===== src/rtl/vga_timing_pkg.sv =====
// 640x480 @ 60 Hz VGA timing constants shared by the sync generator.
// Counter width is fixed at 10 bits, so both totals must fit in 1024.
package vga_timing_pkg;

  localparam int CNT_W = 10;
  typedef logic [CNT_W-1:0] cnt_t;

  localparam int VGA_DIV    = 4;
  localparam int VGA_H_VIS  = 640;
  localparam int VGA_H_FP   = 16;
  localparam int VGA_H_SYNC = 96;
  localparam int VGA_H_BP   = 48;
  localparam int VGA_V_VIS  = 480;
  localparam int VGA_V_FP   = 10;
  localparam int VGA_V_SYNC = 2;
  localparam int VGA_V_BP   = 33;

  localparam int VGA_H_TOT = VGA_H_VIS + VGA_H_FP + VGA_H_SYNC + VGA_H_BP;
  localparam int VGA_V_TOT = VGA_V_VIS + VGA_V_FP + VGA_V_SYNC + VGA_V_BP;

  localparam int VGA_HS_START = VGA_H_VIS + VGA_H_FP;
  localparam int VGA_HS_END   = VGA_HS_START + VGA_H_SYNC - 1;
  localparam int VGA_VS_START = VGA_V_VIS + VGA_V_FP;
  localparam int VGA_VS_END   = VGA_VS_START + VGA_V_SYNC - 1;

  function automatic logic in_range(input cnt_t val, input cnt_t lo, input cnt_t hi);
    return (val >= lo) && (val <= hi);
  endfunction

endpackage


===== src/rtl/pixel_tick_gen.sv =====
// Pixel-rate enable: modulo-DIV counter, p_tick decoded from the counter register.
module pixel_tick_gen #(
  parameter int DIV = 4
) (
  input  logic clk,
  input  logic reset,
  output logic p_tick
);

  localparam int            W    = (DIV > 1) ? $clog2(DIV) : 1;
  localparam logic [W-1:0]  LAST = W'(DIV - 1);

  logic [W-1:0] div_cnt;

  generate
    if (DIV < 2) begin : g_div_chk
      $error("pixel_tick_gen: DIV must be at least 2");
    end
  endgenerate

  always_ff @(posedge clk or posedge reset) begin
    if (reset) begin
      div_cnt <= '0;
    end else if (div_cnt == LAST) begin
      div_cnt <= '0;
    end else begin
      div_cnt <= div_cnt + W'(1);
    end
  end

  assign p_tick = (div_cnt == LAST);

endmodule


===== src/rtl/vga_sync_gen.sv =====
// VGA raster timing: pixel/line counters plus registered sync, blanking and frame flags.
// Flags are loaded from the next-state counters so they switch on the same edge as pixel_x/pixel_y.
module vga_sync_gen
  import vga_timing_pkg::*;
#(
  parameter int DIV    = VGA_DIV,
  parameter int H_VIS  = VGA_H_VIS,
  parameter int H_FP   = VGA_H_FP,
  parameter int H_SYNC = VGA_H_SYNC,
  parameter int H_BP   = VGA_H_BP,
  parameter int V_VIS  = VGA_V_VIS,
  parameter int V_FP   = VGA_V_FP,
  parameter int V_SYNC = VGA_V_SYNC,
  parameter int V_BP   = VGA_V_BP
) (
  input  logic             clk,
  input  logic             reset,
  output logic             p_tick,
  output logic [CNT_W-1:0] pixel_x,
  output logic [CNT_W-1:0] pixel_y,
  output logic             hsync,
  output logic             vsync,
  output logic             video_on,
  output logic             frame_start
);

  localparam int H_TOT = H_VIS + H_FP + H_SYNC + H_BP;
  localparam int V_TOT = V_VIS + V_FP + V_SYNC + V_BP;

  localparam cnt_t H_LAST  = cnt_t'(H_TOT - 1);
  localparam cnt_t V_LAST  = cnt_t'(V_TOT - 1);
  localparam cnt_t H_VIS_C = cnt_t'(H_VIS);
  localparam cnt_t V_VIS_C = cnt_t'(V_VIS);
  localparam cnt_t HS_LO   = cnt_t'(H_VIS + H_FP);
  localparam cnt_t HS_HI   = cnt_t'(H_VIS + H_FP + H_SYNC - 1);
  localparam cnt_t VS_LO   = cnt_t'(V_VIS + V_FP);
  localparam cnt_t VS_HI   = cnt_t'(V_VIS + V_FP + V_SYNC - 1);

  generate
    if (H_TOT > 1024 || V_TOT > 1024) begin : g_range_chk
      $error("vga_sync_gen: H_TOT/V_TOT exceed the 10-bit counter range");
    end
  endgenerate

  cnt_t h_next;
  cnt_t v_next;
  logic h_wrap;

  pixel_tick_gen #(
    .DIV (DIV)
  ) u_tick (
    .clk    (clk),
    .reset  (reset),
    .p_tick (p_tick)
  );

  always_comb begin
    h_wrap = (pixel_x == H_LAST);
    h_next = h_wrap ? '0 : pixel_x + cnt_t'(1);
    v_next = pixel_y;
    if (h_wrap) begin
      v_next = (pixel_y == V_LAST) ? '0 : pixel_y + cnt_t'(1);
    end
  end

  // Reset parks the raster on the last blanking pixel so the first tick lands on (0, 0).
  always_ff @(posedge clk or posedge reset) begin
    if (reset) begin
      pixel_x     <= H_LAST;
      pixel_y     <= V_LAST;
      hsync       <= 1'b1;
      vsync       <= 1'b1;
      video_on    <= 1'b0;
      frame_start <= 1'b0;
    end else if (p_tick) begin
      pixel_x     <= h_next;
      pixel_y     <= v_next;
      hsync       <= !in_range(h_next, HS_LO, HS_HI);
      vsync       <= !in_range(v_next, VS_LO, VS_HI);
      video_on    <= (h_next < H_VIS_C) && (v_next < V_VIS_C);
      frame_start <= (h_next == '0) && (v_next == '0);
    end
  end

endmodule


===== config.mk =====
export PLATFORM = sky130hd
export DESIGN_NAME = vga_sync_gen
export DESIGN_NICKNAME = d
export VERILOG_FILES = /design/src/rtl/vga_timing_pkg.sv /design/src/rtl/pixel_tick_gen.sv /design/src/rtl/vga_sync_gen.sv
export SDC_FILE = /design/constraint.sdc
export NUM_CORES = 1
export LEC_CHECK = 0
export CAP_MARGIN = 20
export CORE_MARGIN = 4
export CORE_UTILIZATION = 54
export CTS_CLUSTER_DIAMETER = 40
export DETAILED_ROUTE_END_ITERATION = 8
export GPL_TIMING_DRIVEN = 0
export PLACE_DENSITY = 0.79
export SYNTH_ARGS = -nofsm -noshare
export SYNTH_HDL_FRONTEND = slang
export SYNTH_HIERARCHICAL = 1
export SYNTH_SLANG_ARGS = --single-unit

===== constraint.sdc =====
create_clock -name clk -period 2.9 [get_ports clk]
set_input_delay 0.435 -clock clk [delete_from_list [all_inputs] [get_ports clk]]
set_output_delay 0.435 -clock clk [all_outputs]
set_load 0.01 [all_outputs]

==> results of run 1 <==
-- sequential cells by signal, summed over array words and instances (netlist names) --
register,cells
pixel_x,10
video_on,1
u_tick/div_cnt,2
frame_start,1
hsync,1
pixel_y,10
vsync,1
-- timing repair --
action | 4_1_cts | 5_1_grt
buffers inserted | 0 | 1
setup endpoints to repair | 0 | 1
hold buffers | 0 | 0
-- layout make-up --
cell class / count / area, sq um
Timing Repair Buffer: 27 / 268
Fill cell: 291 / 1120
Buffer: 17 / 91.3
Multi-Input combinational cell: 162 / 1070
Inverter: 6 / 22.5
Tap cell: 46 / 57.6
Clock buffer: 4 / 36.3
Sequential cell: 26 / 666
-- kinds of logic (layout without fill, tap and decap cells) --
kind of cell / count (synthesis) / in the layout / synth area share (%)
simple gates: 90 / 90 / 27.5
mux: 3 / 3 / 1.76
xor+xnor: 18 / 18 / 8.51
flops: 26 / 26 / 35.9
buf+inv: 23 / 54 / 6.15
fa+ha+maj: 5 / 5 / 3.38
compound gates: 46 / 46 / 16.8
-- report_power, final --
group / switching, mW / total (mW) / internal, mW
clock: 0.113 / 0.190 / 0.0770
combinational: 0.00685 / 0.00821 / 0.00136
sequential: 0 / 0.364 / 0.364
total: 0.120 / 0.562 / 0.442
-- metrics by stage --
stage | std cells | TNS, ps
after floorplan | 211 | 0
after global placement | 283 | 0
after detailed placement | 283 | 0
after CTS | 287 | 0
after global routing | 288 | -14.2
final | 288 | 0
-- path summary, 6_finish.rpt --
path	startpoint	to	slack, ps	cells after the start
max	pixel_x[1]$_DFFE_PP1P_	frame_start$_DFFE_PP0P_	210	8
min	reset	u_tick/div_cnt[1]$_DFF_PP0_	250	2
max reg2reg	pixel_x[1]$_DFFE_PP1P_	frame_start$_DFFE_PP0P_	210	8
min reg2reg	u_tick/div_cnt[0]$_DFF_PP0_	u_tick/div_cnt[0]$_DFF_PP0_	440	1
max in group asynchronous	reset	pixel_y[1]$_DFFE_PP0P_	1760	2
min in group clk	u_tick/div_cnt[0]$_DFF_PP0_	u_tick/div_cnt[0]$_DFF_PP0_	440	1
-- layer usage --
metal / vias up / track usage (%) / part of all wire [%]
met5: - / 0 / 0
met1: 779 / 30.0 / 46
met2: 61 / 29.6 / 45
met4: 0 / 8.38 / 1.5
li1: 818 / - / -
met3: 5 / 3.20 / 7.0
-- placed cells by master (no fill, tap or decap), types with 2 or more instances in the layout --
cell / netlist / layout
a211o_1: 2 / 2
a211oi_1: 2 / 2
a21boi_0: 2 / 2
a21oi_1: 7 / 7
a31oi_1: 2 / 2
and3_1: 7 / 7
and4_1: 3 / 3
buf_2: 4 / 4
buf_4: 2 / 3
buf_6: 2 / 2
clkbuf_1: 9 / 9
clkbuf_4: 0 / 3
clkdlybuf4s50_1: 0 / 26
dfrtp_1: 14 / 14
dfstp_2: 12 / 12
ha_1: 5 / 5
inv_1: 6 / 6
mux2_2: 2 / 2
nand2_1: 25 / 25
nand2b_1: 2 / 2
nand3_1: 13 / 13
nand4_1: 2 / 2
nor2_1: 12 / 12
nor2b_1: 4 / 4
nor3_1: 6 / 6
nor4_1: 3 / 3
o21ai_0: 12 / 12
o31ai_1: 6 / 6
xnor2_1: 14 / 14
xor2_1: 4 / 4
==> flow_summary_export.csv, run 1 <==
group,metric,value,unit
detailed_routing,drt_first_iter_violations,142,
sta,setup_viol,0,
layout,num_antenna_cells,0,
sta,whs,246,ps
setup_path,cp-start-kind,"flop",
cts,ctsRootBufferMaster,"clkbuf_4",
cts,numCtsBuffers,3,
power,finalPower,562,uW
place,place_area,0.00217,sq mm
floorplanning,initial_core_util,55.5,%
synth,async_flop_share,100,%
sta,setup_ws,210,ps
cts,cts_resized,0,
setup_path,cp.arrival,2940,ps
cts,cts_tree,"yes",
global_routing,grt_pass1_vias,1446,
sta,slew_headroom,40.7,%
layout,final_cell_area,0.00221,sq mm
global_routing,grt_usage,20.4,%
global_routing,grt_pass1_wl,6870,um
setup_path,crit_family,"simple AND/OR/NAND/NOR gates",
global_routing,grt_overflow,0,
setup_path,path_cells,"ha_1, nand4_2, nor4_4, buf_2, nand2_1, xnor2_1, a2111o_1, o31ai_1",
layout,fin_util,66.3,%
detailed_routing,wl,4010,um
sta,hold_violations,0,
cts,ctsHtreeMaxLevel,1,
global_routing,grt_max_degree,25,
synth,synthMostInstantiatedCell,"nand2_1",
power,power_density,254,mW/mm^2
setup_path,slowest_delay,620,ps
synth,synth_area,0.00185,sq mm
flow_run,maxCapViolations,0,
synth,synthCells,211,
status,status,"complete, no violations",
sta,fmax,372,MHz
setup_path,crit_fanout,10,
detailed_routing,viasPerCell,5.77,
synth,synth_warnings,6,
worst_hold_path,hold_path_class,"in2async",
layout,drive_gt1_share,14.0,%
synth,synth_area_leaders,"dfrtp_1 (19%), dfstp_2 (17%), xnor2_1 (6.6%)",
detailed_routing,wl_per_cell,13.9,um
sta,maxSlewViolCount,0,
sta,clock_skew,5.21,ps
power,leakage,0.904,nW
detailed_routing,drc_errors,0,
synth,synth_top_area_share,18.9,%
floorplanning,die_x,66.6,um
synth,ys_ff_latch,26,
synth,synth.distinct_cells,55,
floorplanning,coreArea,0.00334,sq mm
floorplanning,io_pins,27,
place,place_ws,286,ps
setup_path,required,3150,ps
detailed_routing,ant_nets,0,
detailed_routing,num_vias,1663,
place,post-dp-hpwl,3020,um
cts,cts_num_sinks,26,
global_routing,antenna_found_initial,0,
cts,clock_latency,330,ps
layout,area_delta_synth_final,19.5,%
layout,fin_nets,250,
sta,period_needed,2690,ps
detailed_routing,drtPass1Iterations,4,
sta,worst_pin_slew,888,ps
synth,synth_edf_count,0,
place,globalplace.congestion,0.888,
synth,synth_flop_cell,"dfrtp_1",
sta,finalCritPeriodShare,92.8,%
cts,path_clk_slew,140,ps
power,irDropWorstVdd,0.000251,V
setup_path,path_buf_inv,1,
synth,yosysSeqAreaShare,35.9,%
setup_path,worst_setup_path_end_kind,"flop",
synth,synth_common_cells,"nand2_1 (25), dfrtp_1 (14), xnor2_1 (14)",
synth,synth.largest_area_cell,"dfrtp_1",
cts,clockBufferDepth,2,
place,io_buffers,26,
synth,synth_nets,218,
floorplanning,dieArea,0.00443,sq mm
setup_path,path_class,"reg2reg",
floorplanning,fp-row-count,21,
setup_path,cp_slowest_cell,"dfstp_2",
synth,avgSynthCellArea,8.78,sq um
floorplanning,die_h,66.6,um
(Power assumes the default switching activity.)
==> run 2, diff against run 1 <==
--- a/config.mk
+++ b/config.mk
@@ -5,13 +5,12 @@
 export SDC_FILE = /design/constraint.sdc
 export NUM_CORES = 1
 export LEC_CHECK = 0
-export CAP_MARGIN = 20
 export CORE_MARGIN = 4
-export CORE_UTILIZATION = 54
+export CORE_UTILIZATION = 45
 export CTS_CLUSTER_DIAMETER = 40
 export DETAILED_ROUTE_END_ITERATION = 8
 export GPL_TIMING_DRIVEN = 0
-export PLACE_DENSITY = 0.79
+export PLACE_DENSITY = 0.68
 export SYNTH_ARGS = -nofsm -noshare
 export SYNTH_HDL_FRONTEND = slang
 export SYNTH_HIERARCHICAL = 1
==> run 2 against run 1 <==
Effect of this change:
- fmax up 1.1%
- clock power up 14%
- first-iteration DRC count down 35%
- non-clock buffer count down 1
- clock-buffer cell count unchanged
- worst hold slack better by 75 ps
==> flow_summary_export.csv, run 2 (same netlist as run 1, synthesis figures left out) <==
group,metric,value,unit
cts,cts_tree,"yes",
cts,clockBufferDepth,2,
power,finalPower,589,uW
layout,drive_gt1_share,13.3,%
global_routing,grt_usage,17.5,%
setup_path,cp.arrival,2850,ps
layout,area_delta_synth_final,19.9,%
sta,clock_skew,3.91,ps
setup_path,worst_setup_path_end_kind,"flop",
detailed_routing,wl,4210,um
cts,cts_resized,0,
flow_run,maxCapViolations,0,
place,post-dp-hpwl,3140,um
power,leakage,0.900,nW
worst_hold_path,hold_path_class,"in2async",
floorplanning,io_pins,27,
floorplanning,die_x,72.2,um
sta,hold_violations,0,
setup_path,cp-start-kind,"flop",
global_routing,grt_pass1_vias,1540,
layout,seq_area,666,sq um
status,status,"complete, no violations",
global_routing,antenna_found_initial,0,
floorplanning,die_h,72.2,um
detailed_routing,drt_first_iter_violations,93,
sta,rsz0062_at_grt,"false",
cts,cts_hold_buf,0,
global_routing,grt_max_degree,25,
setup_path,crit_fanout,10,
floorplanning,initial_core_util,46.3,%
cts,postCtsSetupRepairBufs,0,
sta,finalCritPeriodShare,91.8,%
sta,slew_headroom,36.2,%
sta,worst_pin_slew,956,ps
cts,ctsRootBufferMaster,"clkbuf_8",
layout,num_antenna_cells,0,
layout,final_common_cell,"clkdlybuf4s50_1",
detailed_routing,viasPerCell,5.66,
sta,period_needed,2660,ps
global_routing,grt_pass1_wl,7230,um
layout,multi_input_area,0.00107,sq mm
detailed_routing,num_vias,1647,
layout,fin_nets,249,
cts,clock_latency,270,ps
layout,reg_top3,"pixel_x x10, pixel_y x10, u_tick/div_cnt x2",
global_routing,grt_overflow,0,
power,irDropWorstVdd,0.000211,V
detailed_routing,ant_nets,0,
place,globalplace.congestion,0.908,
cts,ctsHtreeMaxLevel,1,
setup_path,path_class,"reg2reg",
layout,fillers,387,
power,power_density,265,mW/mm^2
detailed_routing,drc_errors,0,
layout,fin_util,55.5,%
sta,tns,0,ps
cts,path_clk_slew,90,ps
floorplanning,coreArea,0.00400,sq mm
floorplanning,dieArea,0.00521,sq mm
cts,cts_num_sinks,26,
setup_path,required,3090,ps
sta,maxSlewViolCount,0,
detailed_routing,drtPass1Iterations,4,
layout,final_cell_mix,"clkdlybuf4s50_1 (26), nand2_1 (25), xnor2_1 (14), dfrtp_1 (14), nand3_1 (13)",
sta,setup_viol,0,
cts,numCtsBuffers,3,
sta,fmax,376,MHz
detailed_routing,wl_per_cell,14.5,um
floorplanning,fp-row-count,23,
place,io_buffers,26,
-- run 2: cell count changes in the layout (fill, tap and decap cells not counted) --
cell,before,now
clkbuf_1,9,10
clkbuf_8,1,3
buf_4,3,2
clkbuf_4,3,0
-- run 2: worst paths after layout --
kind	startpoint	endpoint	slack [ps]	cells past startpoint
max	pixel_x[1]$_DFFE_PP1P_	frame_start$_DFFE_PP0P_	240	8
min	reset	u_tick/div_cnt[0]$_DFF_PP0_	320	2
max reg2reg	pixel_x[1]$_DFFE_PP1P_	frame_start$_DFFE_PP0P_	240	8
min reg2reg	u_tick/div_cnt[0]$_DFF_PP0_	u_tick/div_cnt[0]$_DFF_PP0_	430	1
max in group asynchronous	reset	pixel_y[0]$_DFFE_PP0P_	1620	2
min in group clk	u_tick/div_cnt[0]$_DFF_PP0_	u_tick/div_cnt[0]$_DFF_PP0_	430	1
-- run 2: area by class of cell --
class	instances	area share, %
multi-input combinational	162	48.3
sequential	26	30.0
timing repair buffer	26	11.7
buffer	17	4.11
tap	50	2.82
clock buffer	4	2.03
inverter	6	1.01
-- run 2: per-stage QoR --
step / cell area, sq um / setup slack (ps) / hold WS (ps) / std cells
after floorplan: 1850 / 533 / 176 / 211
after global placement: 2170 / 252 / 413 / 287
after detailed placement: 2170 / 261 / 421 / 287
after CTS: 2220 / 243 / 320 / 291
after global routing: 2220 / 22.8 / 334 / 291
final: 2220 / 239 / 321 / 291
-- run 2: report_power, final --
group          total, mW  internal (mW)  switching (mW)
clock network      0.217         0.0985           0.118
registers          0.363          0.363               0
logic            0.00868        0.00136         0.00733
-- run 2: metal layers --
layer  up-vias  routed length (um)  track usage [%]
met5         -                   0                0
met4         0                  63             5.64
met3         8                 223             1.94
met2        53                1870             25.4
met1       771                2050             26.8
li1        815                   -                -
-- run 2: critical path: stages (launching register included) --
cell and delay [ps]:
dfstp_2 610, ha_1 250, nand4_2 230, nor4_4 390, buf_2 310, nand2_1 100, xnor2_1 140, a2111o_1 340
o31ai_1 210
==> run 3, diff against run 2 <==
--- a/config.mk
+++ b/config.mk
@@ -6,11 +6,11 @@
 export NUM_CORES = 1
 export LEC_CHECK = 0
 export CORE_MARGIN = 4
-export CORE_UTILIZATION = 45
+export CORE_UTILIZATION = 54
 export CTS_CLUSTER_DIAMETER = 40
 export DETAILED_ROUTE_END_ITERATION = 8
 export GPL_TIMING_DRIVEN = 0
-export PLACE_DENSITY = 0.68
+export PLACE_DENSITY = 0.79
 export SYNTH_ARGS = -nofsm -noshare
 export SYNTH_HDL_FRONTEND = slang
 export SYNTH_HIERARCHICAL = 1
==> results of run 3 <==
Final layout, timing and power as in run 1 (identical DEF).
